**config.mk**
```make
export PLATFORM = sky130hd
export DESIGN_NAME = ball_controller
export DESIGN_NICKNAME = d
export VERILOG_FILES = /design/src/rtl/ball_controller.sv
export SDC_FILE = /design/constraint.sdc
export NUM_CORES = 1
export LEC_CHECK = 0
export ABC_AREA = 1
export CORE_UTILIZATION = 35
export DETAILED_ROUTE_END_ITERATION = 8
export PLACE_DENSITY_LB_ADDON = 0.1
export SLEW_MARGIN = 20
export SYNTH_ARGS = -nofsm -noshare
export SYNTH_HDL_FRONTEND = slang
export SYNTH_SLANG_ARGS = --single-unit
```
**constraint.sdc**
```tcl
create_clock -name clk_i -period 2.3 [get_ports clk_i]
set_input_delay 0.46 -clock clk_i [delete_from_list [all_inputs] [get_ports clk_i]]
set_output_delay 0.46 -clock clk_i [all_outputs]
set_load 0.05 [all_outputs]
```
**src/rtl/ball_controller.sv**
```systemverilog
// Pong ball: serve delay, once-per-frame motion, wall/paddle reflection and goal detection.
// Sprite field widths live in ball_pkg so the collision checkers share the same layout.
package ball_pkg;
    localparam int X_POS_W = 10;
    localparam int Y_POS_W = 9;

    typedef struct packed {
        logic [X_POS_W-1:0] x_pos;
        logic [Y_POS_W-1:0] y_pos;
        logic [X_POS_W-1:0] right;
        logic [Y_POS_W-1:0] bottom;
    } sprite_t;
endpackage

module ball_controller
    import ball_pkg::*;
#(
    parameter int SCREEN_W       = 640,
    parameter int SCREEN_H       = 480,
    parameter int BALL_SIZE      = 8,
    parameter int SPEED_X        = 2,
    parameter int SPEED_Y        = 1,
    parameter int SERVE_FRAMES   = 60,
    parameter int HOLDOFF_FRAMES = 4
) (
    input  logic    clk_i,
    input  logic    rst_i,
    input  logic    frame_tick_i,
    input  logic    collision_l_i,
    input  logic    collision_r_i,
    output sprite_t ball_o,
    output logic    score_l_o,
    output logic    score_r_o,
    output logic    in_play_o
);
    localparam int SERVE_W = $clog2(SERVE_FRAMES + 1);
    localparam int HOLD_W  = $clog2(HOLDOFF_FRAMES + 1);

    localparam logic [X_POS_W-1:0] X_CENTRE = X_POS_W'((SCREEN_W - BALL_SIZE) / 2);
    localparam logic [Y_POS_W-1:0] Y_CENTRE = Y_POS_W'((SCREEN_H - BALL_SIZE) / 2);
    localparam logic [X_POS_W-1:0] X_SIZE   = X_POS_W'(BALL_SIZE);
    localparam logic [Y_POS_W-1:0] Y_SIZE   = Y_POS_W'(BALL_SIZE);
    localparam logic [X_POS_W-1:0] X_STEP   = X_POS_W'(SPEED_X);
    localparam logic [Y_POS_W-1:0] Y_STEP   = Y_POS_W'(SPEED_Y);
    localparam logic [X_POS_W:0]   X_LIMIT  = (X_POS_W+1)'(SCREEN_W - BALL_SIZE);
    localparam logic [Y_POS_W:0]   Y_LIMIT  = (Y_POS_W+1)'(SCREEN_H - BALL_SIZE);
    localparam logic [Y_POS_W-1:0] Y_FLOOR  = Y_POS_W'(SCREEN_H - BALL_SIZE);
    localparam logic [SERVE_W-1:0] SERVE_LAST = SERVE_W'(SERVE_FRAMES - 1);
    localparam logic [HOLD_W-1:0]  HOLD_LOAD  = HOLD_W'(HOLDOFF_FRAMES);

    typedef enum logic [1:0] {SERVE, PLAY, GOAL} state_t;

    state_t             state;
    logic [SERVE_W-1:0] serve_cnt;
    logic [HOLD_W-1:0]  holdoff;
    logic               dir_x;      // 1 = right
    logic               dir_y;      // 1 = down
    logic               hit_l, hit_r;

    logic               hold_active, bounce_l, bounce_r, dir_x_nxt;
    logic               goal_l, goal_r, wall_top, wall_bot;
    logic [X_POS_W-1:0] x_step_nxt;
    logic [Y_POS_W-1:0] y_step_nxt;

    // Next-frame motion from pre-tick values; widened compares keep x/y from wrapping.
    always_comb begin
        hold_active = (holdoff != '0);
        bounce_l    = !hold_active && hit_l && !dir_x;
        bounce_r    = !hold_active && hit_r && dir_x;
        dir_x_nxt   = bounce_l ? 1'b1 : (bounce_r ? 1'b0 : dir_x);

        goal_r      = !dir_x_nxt && (ball_o.x_pos < X_STEP);
        goal_l      = dir_x_nxt && (({1'b0, ball_o.x_pos} + {1'b0, X_STEP}) > X_LIMIT);
        x_step_nxt  = dir_x_nxt ? ball_o.x_pos + X_STEP : ball_o.x_pos - X_STEP;

        wall_top    = !dir_y && (ball_o.y_pos < Y_STEP);
        wall_bot    = dir_y && (({1'b0, ball_o.y_pos} + {1'b0, Y_STEP}) > Y_LIMIT);
        y_step_nxt  = dir_y ? ball_o.y_pos + Y_STEP : ball_o.y_pos - Y_STEP;
    end

    always_ff @(posedge clk_i) begin
        if (rst_i) begin
            state         <= SERVE;
            serve_cnt     <= '0;
            holdoff       <= '0;
            dir_x         <= 1'b1;
            dir_y         <= 1'b1;
            hit_l         <= 1'b0;
            hit_r         <= 1'b0;
            ball_o.x_pos  <= X_CENTRE;
            ball_o.y_pos  <= Y_CENTRE;
            ball_o.right  <= X_CENTRE + X_SIZE;
            ball_o.bottom <= Y_CENTRE + Y_SIZE;
            score_l_o     <= 1'b0;
            score_r_o     <= 1'b0;
            in_play_o     <= 1'b0;
        end else begin
            score_l_o <= 1'b0;
            score_r_o <= 1'b0;
            // A collision coinciding with the tick belongs to no frame and is dropped.
            hit_l <= frame_tick_i ? 1'b0 : (hit_l | collision_l_i);
            hit_r <= frame_tick_i ? 1'b0 : (hit_r | collision_r_i);

            case (state)
                SERVE: begin
                    if (frame_tick_i) begin
                        if (serve_cnt == SERVE_LAST) begin
                            serve_cnt <= '0;
                            state     <= PLAY;
                            in_play_o <= 1'b1;
                        end else begin
                            serve_cnt <= serve_cnt + 1'b1;
                        end
                    end
                end
                PLAY: begin
                    if (frame_tick_i) begin
                        if (hold_active)
                            holdoff <= holdoff - 1'b1;
                        else if (bounce_l || bounce_r)
                            holdoff <= HOLD_LOAD;
                        dir_x <= dir_x_nxt;

                        if (wall_top) begin
                            ball_o.y_pos  <= '0;
                            ball_o.bottom <= Y_SIZE;
                            dir_y         <= 1'b1;
                        end else if (wall_bot) begin
                            ball_o.y_pos  <= Y_FLOOR;
                            ball_o.bottom <= Y_FLOOR + Y_SIZE;
                            dir_y         <= 1'b0;
                        end else begin
                            ball_o.y_pos  <= y_step_nxt;
                            ball_o.bottom <= y_step_nxt + Y_SIZE;
                        end

                        if (goal_r) begin
                            score_r_o <= 1'b1;
                            state     <= GOAL;
                            in_play_o <= 1'b0;
                        end else if (goal_l) begin
                            score_l_o <= 1'b1;
                            state     <= GOAL;
                            in_play_o <= 1'b0;
                        end else begin
                            ball_o.x_pos <= x_step_nxt;
                            ball_o.right <= x_step_nxt + X_SIZE;
                        end
                    end
                end
                GOAL: begin
                    // Serve toward the player who conceded; ticks are ignored here.
                    ball_o.x_pos  <= X_CENTRE;
                    ball_o.y_pos  <= Y_CENTRE;
                    ball_o.right  <= X_CENTRE + X_SIZE;
                    ball_o.bottom <= Y_CENTRE + Y_SIZE;
                    serve_cnt     <= '0;
                    holdoff       <= '0;
                    dir_x         <= score_l_o;
                    state         <= SERVE;
                end
                default: begin
                    state     <= SERVE;
                    in_play_o <= 1'b0;
                end
            endcase
        end
    end

endmodule

```
==> results by group <==
Run status
  • Status: finished clean

Global route
  • Largest net degree at the start of global routing: 16
  • Global-route wire length before repair: 14,700 um
  • Vias in the first global route: 3,091
  • Gr usage total: 18.6%
  • Initial antenna violation count: 0
  • Grt ovf: 0

Logic synthesis
  • Yosys cell types: 42
  • Cell area after synthesis: 3270 um^2
  • Mean Syn Cell Area: 6.43 um^2
  • Seq/Total Area, Yosys: 30.0%
  • Mapped Cells: 509
  • Yosys reg bits: 49
  • Most used DFF post-synth: dfxtp_1
  • YS warnings: 0
  • Asr flop ratio synth: 0%
  • Post-synth EDFFs: 0

Job
  • Max Cap Viol: 0

Power and ir drop
  • Peak VDD IR: 223 uV
  • Pwr Density: 375 nW/um^2
  • Leak: 1.81 nW

Final layout
  • Layout area overhead: 21.5%
  • Most frequent cells in the layout: nand2_1, inv_1, nor2_1, nand3_1, dfxtp_1
  • Util after Layout: 44.7%
  • Final Cell Area: 3980 um^2
  • Most common cell after layout, fill and taps aside: nand2_1
  • Share of layout cells above drive strength 1: 11.6%
  • Number of nets in the layout: 570
  • Register Area: 988 um^2
  • Diode count: 0
  • Number of fill cells: 937
  • Multi-input logic area: 1960 um^2

Place
  • Pre-CTS setup slack: 0.123 ns
  • Placed Area: 3850 um^2
  • Port-buffer cells: 43
  • HPWL after detailed placement: 6750 um
  • RePlAce Congestion: 0.877

Worst setup path
  • Maximum fanout along the worst path: 7
  • Worst r2r path cells: 15
  • Crit. End Element: primary output
  • Crit-path leading delay family: buffers and inverters
  • Setup Crit Path Kind: reg -> out
  • WP buf/inv: 1
  • CP required: 1.84 ns
  • Crit-path slowest cell: clkdlybuf4s50_1
  • Reg2Reg Setup Slack: 0.22 ns
  • Max stage delay on crit path: 0.87 ns
  • Critical Path Source Type: flop
  • CP arrival: 1.69 ns
  • Worst r2r dst: ball_o[16]
  • Worst R2R Start: ball_o[29]
  • Crit path cell chain: clkdlybuf4s50_1

Clock tree
  • Max Buffers Root-to-Sink: 2
  • Clock Pin Slew Worst Setup and Hold Paths: 0.09 ns
  • Clock Latency Late Sink: 0.31 ns
  • Number of buffers created by CTS: 5
  • CTS tree: built
  • Setup bufs post-CTS: 0
  • Root Buffer: clkbuf_8
  • Clock Sinks: 49
  • Htree depth: 2
  • CTS Hold Buffers Added: 0
  • Post-cts sizing count: 0

Floorplanning
  • I/O Pins: 46
  • Core Area: 8890 um^2
  • Row count: 34
  • Die area: 9750 um^2
  • Initial core utilization: 36.8%
  • Die width: 98.7 um
  • Die Height: 98.7 um

Drt
  • DRT Pass-1 Iters: 5
  • DR DRC count: 0
  • Initial drt markers: 189
  • Vias/cell: 4.90
  • WL final: 8750 um
  • Antenna-violating nets left: 0
  • Routed via count: 3,263
  • Drt wl/cell: 13.1 um

STA
  • Final worst setup slack: 0.148 ns
  • Fmax achieved: 465 MHz
  • Fin Clk Skew: 0.00616 ns
  • Max-slew violations: 0
  • Final hold violations: 0
  • Tcrit/Tclk final: 93.6%
  • Setup violations, final: 0
  • Worst-Margin Slew: 0.504 ns
  • Crit path time final: 2.15 ns
  • Max_slew headroom: 66.3%

Worst hold path
  • Type of the most critical hold path: reg -> reg
  • Hold endpoint: ball_o[16]
  • Worst Hold Path Cells: 2
  • HP Start: ball_o[16]
layer usage:
metal  up-vias  track usage, %  share of wire [%]
li1       1724               -                  -
met1      1461            26.6                 51
met2        65            28.8                 43
met3        13            3.12                4.0
met4         0            5.17                1.6
met5         -               0                  0
how the worst max path moves through the flow:
| stage | from | end | slack [ns] | cells after the start |
|---|---|---|---|---|
| after detailed placement | ball_o[19] | ball_o[22] | 0.12 | 12 |
| after global placement | ball_o[19] | ball_o[7] | 0.14 | 12 |
| after floorplan | ball_o[20] | ball_o[7] | 0.02 | 12 |
| after global routing | holdoff[1] | ball_o[16] | -0.009 | 17 |
| final | ball_o[36] | ball_o[36] | 0.15 | 1 |
| after CTS | ball_o[19] | ball_o[21] | 0.1 | 11 |
state kept, by name, summed over array words and instances, names as in the netlist:
| register | flops |
|---|---|
| in_play_o | 1 |
| dir_y | 1 |
| hit_r | 1 |
| score_l_o | 1 |
| holdoff | 3 |
| serve_cnt | 6 |
| state | 2 |
| dir_x | 1 |
| ball_o | 31 |
| hit_l | 1 |
| score_r_o | 1 |
report_power, final:
part,leakage [nW],switching [mW],total [mW],internal [mW]
clock network,0.0512,0.303,0.548,0.245
logic,1.37,0.0593,0.0900,0.0307
registers,0.396,0.00360,0.855,0.851
cell usage after synthesis (2+ instances only):
| library cell | count | share of area [%] |
|---|---|---|
| buf_4 | 10 | 2.3 |
| a21oi_1 | 24 | 3.7 |
| dfxtp_1 | 49 | 30 |
| nand4_1 | 11 | 2.1 |
| inv_1 | 60 | 6.9 |
| nor4_1 | 3 | 0.57 |
| nand2_4 | 4 | 1.4 |
| nor2_2 | 6 | 1.1 |
| a211oi_1 | 2 | 0.46 |
| o211ai_1 | 7 | 1.6 |
| clkbuf_1 | 4 | 0.46 |
| nor2_1 | 52 | 6.0 |
| nand2_1 | 153 | 18 |
| nand3_1 | 46 | 7.0 |
| inv_2 | 5 | 0.57 |
| o21ai_1 | 10 | 1.5 |
| o21ai_2 | 2 | 0.54 |
| ha_1 | 8 | 3.1 |
| nand2_2 | 5 | 0.96 |
| o2111ai_1 | 2 | 0.54 |
| nand3_2 | 2 | 0.61 |
| o221ai_1 | 3 | 0.80 |
| xnor2_1 | 3 | 0.80 |
| xor2_1 | 11 | 2.9 |
| o21ai_0 | 10 | 1.5 |
metrics by stage:
step / TNS (ns) / instances / hold WS (ns) / power [mW]
CTS: 0 / 666 / 0.453 / 1.51
floorplan: 0 / 510 / 0.451 / 0.933
finish: 0 / 666 / 0.449 / 1.49
global placement: 0 / 658 / 0.440 / 0.964
global route: -0.00856 / 666 / 0.471 / 1.55
detailed placement: 0 / 658 / 0.439 / 0.964
final cells by class:
class                   count  share of cell area, %
clock buffers               6                   2.08
clock inverters             2                  0.346
inverters                  66                   6.23
multi-input cells         378                   49.2
flip-flops and latches     49                   24.9
well taps                 108                   3.40
repair buffers             57                   13.9
cells by family after synthesis:
family	after synthesis	synth area share [%]
DFF	49	30.0
AOI/OAI and AO/OA	63	11.5
and+or+nand+nor	291	40.7
buffers and inverters	83	11.0
xor gates and xnor gates	14	3.74
other	1	0.115
adders and majority gates	8	3.06
(Power assumes the default switching activity.)
